### src/rtl/seq_divider_pkg.sv
// Shared divider types and constants.
// Holds the FSM state enum, default data width and a clog2 helper.
package cpu_pkg;

    localparam int DATA_W = 32;

    typedef enum logic [1:0] {
        IDLE = 2'd0,
        RUN  = 2'd1,
        FIX  = 2'd2,
        ZERO = 2'd3
    } divState_t;

    function automatic int clog2(input int value);
        int r;
        r = 0;
        for (int v = value - 1; v > 0; v = v >> 1) begin
            r = r + 1;
        end
        return r;
    endfunction

endpackage

### src/rtl/seq_divider_div_step.sv
// One restoring-division iteration on unsigned magnitudes.
// Ports: remIn/quotIn/divMag in, remOut/quotOut out (all WIDTH bits).
module div_step
    import cpu_pkg::*;
#(
    parameter int WIDTH = DATA_W
) (
    input  logic [WIDTH-1:0] remIn,
    input  logic [WIDTH-1:0] quotIn,
    input  logic [WIDTH-1:0] divMag,
    output logic [WIDTH-1:0] remOut,
    output logic [WIDTH-1:0] quotOut
);

    logic [WIDTH:0] shifted;
    logic [WIDTH:0] trial;

    // Partial remainder is always below divMag, so the shifted value
    // fits in WIDTH+1 bits and trial[WIDTH] is a clean sign bit.
    assign shifted = {remIn, quotIn[WIDTH-1]};
    assign trial   = shifted - {1'b0, divMag};

    always_comb begin
        remOut  = shifted[WIDTH-1:0];
        quotOut = {quotIn[WIDTH-2:0], 1'b0};
        if (!trial[WIDTH]) begin
            remOut  = trial[WIDTH-1:0];
            quotOut = {quotIn[WIDTH-2:0], 1'b1};
        end
    end

endmodule

### src/rtl/seq_divider.sv
// Multicycle signed restoring divider (MIPS DIV semantics).
// Ports: clk, reset, start, dividend, divisor in; busy, done,
// div_by_zero, quotient, remainder out.
module seq_divider
    import cpu_pkg::*;
#(
    parameter int WIDTH = DATA_W
) (
    input  logic             clk,
    input  logic             reset,
    input  logic             start,
    input  logic [WIDTH-1:0] dividend,
    input  logic [WIDTH-1:0] divisor,
    output logic             busy,
    output logic             done,
    output logic             div_by_zero,
    output logic [WIDTH-1:0] quotient,
    output logic [WIDTH-1:0] remainder
);

    localparam int CW = clog2(WIDTH) + 1;

    divState_t        state;
    logic [CW-1:0]    count;
    logic [WIDTH-1:0] remMag;
    logic [WIDTH-1:0] quotMag;
    logic [WIDTH-1:0] divMag;
    logic             signQ;
    logic             signR;

    logic [WIDTH-1:0] remNext;
    logic [WIDTH-1:0] quotNext;
    logic [WIDTH-1:0] absA;
    logic [WIDTH-1:0] absB;

    // Unsigned magnitudes: |-2^(W-1)| stays exact as 0x80..0.
    assign absA = dividend[WIDTH-1] ? -dividend : dividend;
    assign absB = divisor[WIDTH-1]  ? -divisor  : divisor;

    div_step #(
        .WIDTH(WIDTH)
    ) uStep (
        .remIn  (remMag),
        .quotIn (quotMag),
        .divMag (divMag),
        .remOut (remNext),
        .quotOut(quotNext)
    );

    always_ff @(posedge clk or posedge reset) begin
        if (reset) begin
            state       <= IDLE;
            count       <= '0;
            remMag      <= '0;
            quotMag     <= '0;
            divMag      <= '0;
            signQ       <= 1'b0;
            signR       <= 1'b0;
            busy        <= 1'b0;
            done        <= 1'b0;
            div_by_zero <= 1'b0;
            quotient    <= '0;
            remainder   <= '0;
        end else begin
            done        <= 1'b0;
            div_by_zero <= 1'b0;
            unique case (state)
                IDLE: begin
                    // A start coincident with done is dropped.
                    if (start && !done) begin
                        busy    <= 1'b1;
                        divMag  <= absB;
                        quotMag <= absA;
                        remMag  <= '0;
                        signQ   <= dividend[WIDTH-1]
                                 ^ divisor[WIDTH-1];
                        signR   <= dividend[WIDTH-1];
                        count   <= CW'(WIDTH);
                        if (divisor == '0) begin
                            state <= ZERO;
                        end else begin
                            state <= RUN;
                        end
                    end
                end
                RUN: begin
                    remMag  <= remNext;
                    quotMag <= quotNext;
                    count   <= count - CW'(1);
                    if (count == CW'(1)) begin
                        state <= FIX;
                    end
                end
                FIX: begin
                    quotient  <= signQ ? -quotMag : quotMag;
                    remainder <= signR ? -remMag  : remMag;
                    done      <= 1'b1;
                    busy      <= 1'b0;
                    state     <= IDLE;
                end
                ZERO: begin
                    done        <= 1'b1;
                    div_by_zero <= 1'b1;
                    busy        <= 1'b0;
                    state       <= IDLE;
                end
                default: begin
                    state <= IDLE;
                end
            endcase
        end
    end

endmodule

### config.mk
export PLATFORM = sky130hd
export DESIGN_NAME = seq_divider
export DESIGN_NICKNAME = d
export VERILOG_FILES = /design/src/rtl/seq_divider_pkg.sv /design/src/rtl/seq_divider_div_step.sv /design/src/rtl/seq_divider.sv
export SDC_FILE = /design/constraint.sdc
export NUM_CORES = 1
export LEC_CHECK = 0
export ABC_CLOCK_PERIOD_IN_PS = 16050
export CELL_PAD_IN_SITES_DETAIL_PLACEMENT = 1
export CELL_PAD_IN_SITES_GLOBAL_PLACEMENT = 2
export CORE_MARGIN = 10
export CORE_UTILIZATION = 37
export CTS_CLUSTER_SIZE = 8
export DETAILED_ROUTE_END_ITERATION = 16
export PLACE_DENSITY = 0.87
export SETUP_SLACK_MARGIN = 0.05
export SLEW_MARGIN = 20
export SYNTH_ARGS = -nofsm -noshare
export SYNTH_HDL_FRONTEND = slang
export SYNTH_SLANG_ARGS = --single-unit
### constraint.sdc
create_clock -name clk -period 16.05 [get_ports clk]
set_clock_uncertainty 0.1 [all_clocks]
set_input_delay 2.4075 -clock clk [delete_from_list [all_inputs] [get_ports clk]]
set_output_delay 2.4075 -clock clk [all_outputs]
set_load 0.03 [all_outputs]
After elaboration in Yosys (flattened, before gate mapping) --
Cells that the tools add are included.
Word-level totals: bits of input ports 67, output and inout bits 67, register bits 173
Operators by class: equal/unequal tests 6, reduce and logical (&&, ||, !) cells 11, add/subtract/negate cells 6, bitwise logic cells 1, mux-type cells 20
Operators with widths (count):
- 2-to-1 mux 32 bit | 7
- negation 32 bit | 4
- one-hot mux 32 bit (2 select lines) | 2
- subtractor 33 x 32 -> 33 bit | 1
- zero test 32 bit | 1
- one-hot mux 6 bit (2 select lines) | 1
- AND reduction 2 bit | 4
- equality test 6 x 1 -> 1 bit, second input constant | 1
- 2-to-1 mux 2 bit | 3
- 2-to-1 mux 6 bit | 1
- one-hot mux 2 bit (3 select lines) | 1
- subtractor 6 x 1 -> 6 bit, second input constant | 1
- equality test 2 bit, second input constant | 2
- 2-to-1 mux 1 bit | 4
- inequality test 2 bit, second input constant | 2
- nonzero test 2 bit | 2
- equality test 2 x 1 -> 1 bit, second input constant | 1
- zero test 2 bit | 1
- one-hot mux 1 bit (2 select lines) | 1
- OR reduction 2 bit | 1
- logical AND 1 bit | 1
- zero test 1 bit | 1
- XOR 1 bit | 1

Depth between registers and ports, before layout --
word-level depth 4, gate-level depth with buffers 15

Cells and area by module --
A second synthesis with hierarchy kept.
Second synthesis, totals: cell total of the unflattened synthesis 1381, area, all modules 11852.6 um^2
Modules (own cells, without submodules):
- seq_divider | times used 1, area each 9253.9 um^2, seq. area each 4329.2 um^2, cells each 1044
- div_step | times used 1, area each 2598.7 um^2, seq. area each 0.0 um^2, cells each 337

Least setup slack after synthesis --
No wires, ideal clock.
path type input to register, start input dividend[4], end register quotMag[29], buffers on the path 0, stages 9, data required time 15.814 ns, setup slack 11.233 ns, arrival time 4.581 ns, cells stage by stage nor4_1 -> nand4_1 -> or4_1 -> nand2b_1 -> nand2b_1 -> nand2b_1 -> o31ai_1 -> xor2_1 -> o21ai_0
On the way: word-level cells in the longest chain between the ends 4
RTL lines:
- start, declared | line seq_divider.sv:12 | input logic [WIDTH-1:0] dividend,
- negation 32 bit | line seq_divider.sv:37 | assign absA = dividend[WIDTH-1] ? -dividend : dividend;
- 2-to-1 mux 32 bit | line seq_divider.sv:37
- 2-to-1 mux 32 bit | line seq_divider.sv:70 | if (start && !done) begin
- one-hot mux 32 bit (2 select lines) | line seq_divider.sv:67 | unique case (state)
- end signal, assigned | line seq_divider.sv:73 | quotMag <= absA;
- end signal, assigned | line seq_divider.sv:88 | quotMag <= quotNext;
- end, declared | line seq_divider.sv:26 | logic [WIDTH-1:0] quotMag;
No other way between the ends. The select of a mux whose other input is x is not followed. A chain may end at the register's enable or synchronous reset.

Worst setup path after layout --
Same ends and word-level chain as after synthesis.

==> results by group <==
Logic synthesis
  – Syn_nets: ~1400
  – Post-Synthesis Cells: between 1000 and 1500
  – Yosys reg bits: roughly 170
  – Cell variety after synth: 58
  – Top FF cell, synth: dfrtp_1
  – Avg Cell Area, Syn: ~8.6 µm²
  – Syn. warnings: 0
  – Sequential-to-total area share from yosys stat: 0.397
  – Post-Syn Area: 0.0109 mm²
  – EDFF count, synth: 0
  – Async SR Flop Fraction: 1.00

STA
  – Slew HR: 0.287
  – Final hold vios: 0
  – Minimum clock period: 5390 ps
  – Pins over their slew limit: 0
  – Fmax achieved: 185 MHz
  – Setup TNS: 0 ps
  – Final period util: 0.336
  – Worst Tran Pin Value: between 1000 and 1500 ps
  – RSZ-0062 raised after global routing: no
  – Final setup vio count: 0
  – Worst hold slack: 380 ps

Layout
  – Fin cells: ~1700
  – Layout cell share with drive strength beyond 1: 0.0462
  – Fillers: 3401
  – Area Overhead vs Synth: 20.7%
  – Nets: approximately 1500
  – ANT cells: 0

Floorplan
  – FP Rows: 62
  – Die width: 192 µm
  – Total die area: roughly 0.037 mm²
  – Die Height: ~190 µm
  – Num ports: ~130
  – Initial Util: 0.377
  – Core Area: about 0.029 mm²

Clocking
  – Htree depth: 4
  – # resized after CTS: 0
  – CTS Hold Bufs: 0
  – CTS tree: done
  – CTS clk-pin slew, worst paths: ~80 ps
  – Clock sinks: about 170
  – Buffer depth of the longest clock path: 2
  – Post-CTS setup buffer count: 0
  – CTS buffer count: 17
  – Clk root buf: clkbuf_16
  – Worst-Skew Late Latency: 430 ps

Global route
  – Vias in the first global route: 9634
  – Pin count of the biggest net entering global routing: between 100 and 150
  – Overall routing resource usage: 0.174
  – GR Layer Usage met2: 0.273
  – Antenna violations before repair: 0
  – First-pass GRT wire length: around 52 mm
  – Busiest grt layer: met2
  – M1 GR Usage: 0.247
  – M3 GR Usage: 0.0259
  – Grt ovf: 0

Setup path
  – WP data arrival: around 5600 ps
  – CP Class: input port to flop
  – CP Data Required Time: 16240 ps
  – Crit end category: flop
  – R2R setup slack: around 12000 ps
  – CP startpoint kind: input port
  – CP Max Fanout: 4

Placement
  – Post-DP HPWL: between 20 and 25 mm
  – Routability cong.: between 0.8 and 0.9
  – Port Buffer Count: roughly 130
  – Inst Count DP: ~1700

Power
  – Static leakage power: 5.59 nW
  – Peak VDD IR: about 0.00011 V
  – Pwr Total: around 3.2 mW
  – PwrDens: about 240 mW/mm²

Drt
  – Vias after detailed routing: between 9000 and 10000
  – DRT iter0 DRCs: around 500
  – Routed WL: 32.1 mm
  – DRC Markers: 0
  – Vias per cell: 5.42
  – TritonRoute pass-1 iters: 4
  – Routed length per instance: ~18 µm
  – Post-DRT Antenna Nets: 0

Job
  – # Max-Cap Violations: 0

Outcome
  – Result of the run: complete, no violations

Hold path
  – Worst Hold Class: flop to flop
==> final cells by class <==
class                      count  area, µm²  share of cell area
sequential                   173       4330               0.329
clock inverter                15        195              0.0148
inverter                      52        200              0.0152
clock buffer                  17        425              0.0324
multi-input combinational    968       6140               0.467
timing repair buffer         140       1380               0.105
tap                          384        480              0.0365
==> per-layer routing <==
metal,vias up,routed length (µm)
met4,0,403
met2,157,14500
met1,4612,16000
met5,-,0
met3,27,1090
li1,4675,-
==> per-stage QoR <==
| stage | util | instance area [µm²] | worst slack, ps |
|---|---|---|---|
| 4_1_cts | 0.456 | 13200 | 10700 |
| 5_1_grt | 0.456 | 13100 | 10420 |
| 3_3_place_gp | 0.434 | 12500 | 10400 |
| 6_report | 0.456 | 13100 | 10660 |
| 2_1_floorplan | - | 10900 | 8850 |
| 3_5_place_dp | 0.434 | 12500 | 10300 |
==> power by group <==
part	switching (mW)	total (mW)	internal, mW	leakage, nW
clock	0.205	0.445	0.239	0.303
combinational	1.10	1.87	0.768	3.06
sequential	0.254	0.902	0.648	2.22
total	1.56	3.22	1.66	5.59
==> sequential cells by signal, indices dropped and copies added (netlist names) <==
name and count:
div_by_zero 1, signQ 1, quotMag 32, quotient 32
remainder 32, done 1, signR 1, count 6
busy 1, state 2, remMag 32, divMag 32
==> worst paths after layout <==
path	startpoint	endpoint	depth (start not counted)
worst max-delay path	dividend[4]	quotMag[29]	10
worst min-delay path	remainder[10]	remainder[10]	2
worst max register to register	remMag[3]	remMag[7]	11
worst min register to register	remainder[10]	remainder[10]	2
max in group asynchronous	reset	divMag[9]	3
min in group asynchronous	reset	remainder[31]	2
==> cell families (layout without fill, tap and decap cells) <==
| group | Yosys count | after routing | share of synthesized area |
|---|---|---|---|
| buffers and inverters | 130 | 224 | 0.0448 |
| adders and majority gates | 39 | 39 | 0.0455 |
| DFF | 173 | 173 | 0.397 |
| muxes | 5 | 5 | 0.00459 |
| AOI/OAI and AO/OA | 352 | 352 | 0.199 |
| xor gates and xnor gates | 151 | 151 | 0.121 |
| and+or+nand+nor | 421 | 421 | 0.187 |
==> cell usage after synthesis (all sizes together), types with 6 or more instances <==
cell type / n / share of area
or4: 17 / 0.013
nor4: 13 / 0.0075
or2: 8 / 0.0046
or3: 11 / 0.0063
xnor2: 35 / 0.028
xor2: 116 / 0.093
a21oi: 34 / 0.016
inv: 51 / 0.018
clkbuf: 73 / 0.025
o31ai: 29 / 0.020
a22oi: 30 / 0.021
a31oi: 7 / 0.0040
o21a: 6 / 0.0041
nand3: 117 / 0.054
nand4: 9 / 0.0052
o41ai: 21 / 0.018
nand2b: 21 / 0.013
ha: 38 / 0.044
nor2: 31 / 0.011
nor3: 11 / 0.0051
o21ai: 184 / 0.085
dfrtp: 173 / 0.40
a21o: 16 / 0.011
nand2: 165 / 0.057
==> placed cells by master (no fill, tap or decap), types with 14 or more instances in the layout <==
cell and n:
a21o_1 16, ha_1 38, o21ai_0 182, a21oi_1 34, dfrtp_1 173, clkdlybuf4s50_1 132
clkbuf_16 17, o41ai_1 19, nand2_1 165, xnor2_1 34, xor2_1 115, nand3_1 117
or4_1 14, o31ai_1 28, nor2_1 30, nand2b_1 19, inv_1 50, a22oi_1 30
==> worst max-delay path, cell delays in order <==
cell             delay (ps)
clkdlybuf4s50_1         470
nor4_1                  620
nand4_1                 290
or4_1                   610
nand2b_1                220
nand2b_1                200
nand2b_1                200
o31ai_1                 290
xor2_1                  170
o21ai_0                  90
No activity file was read; power rests on OpenSTA's default activity.
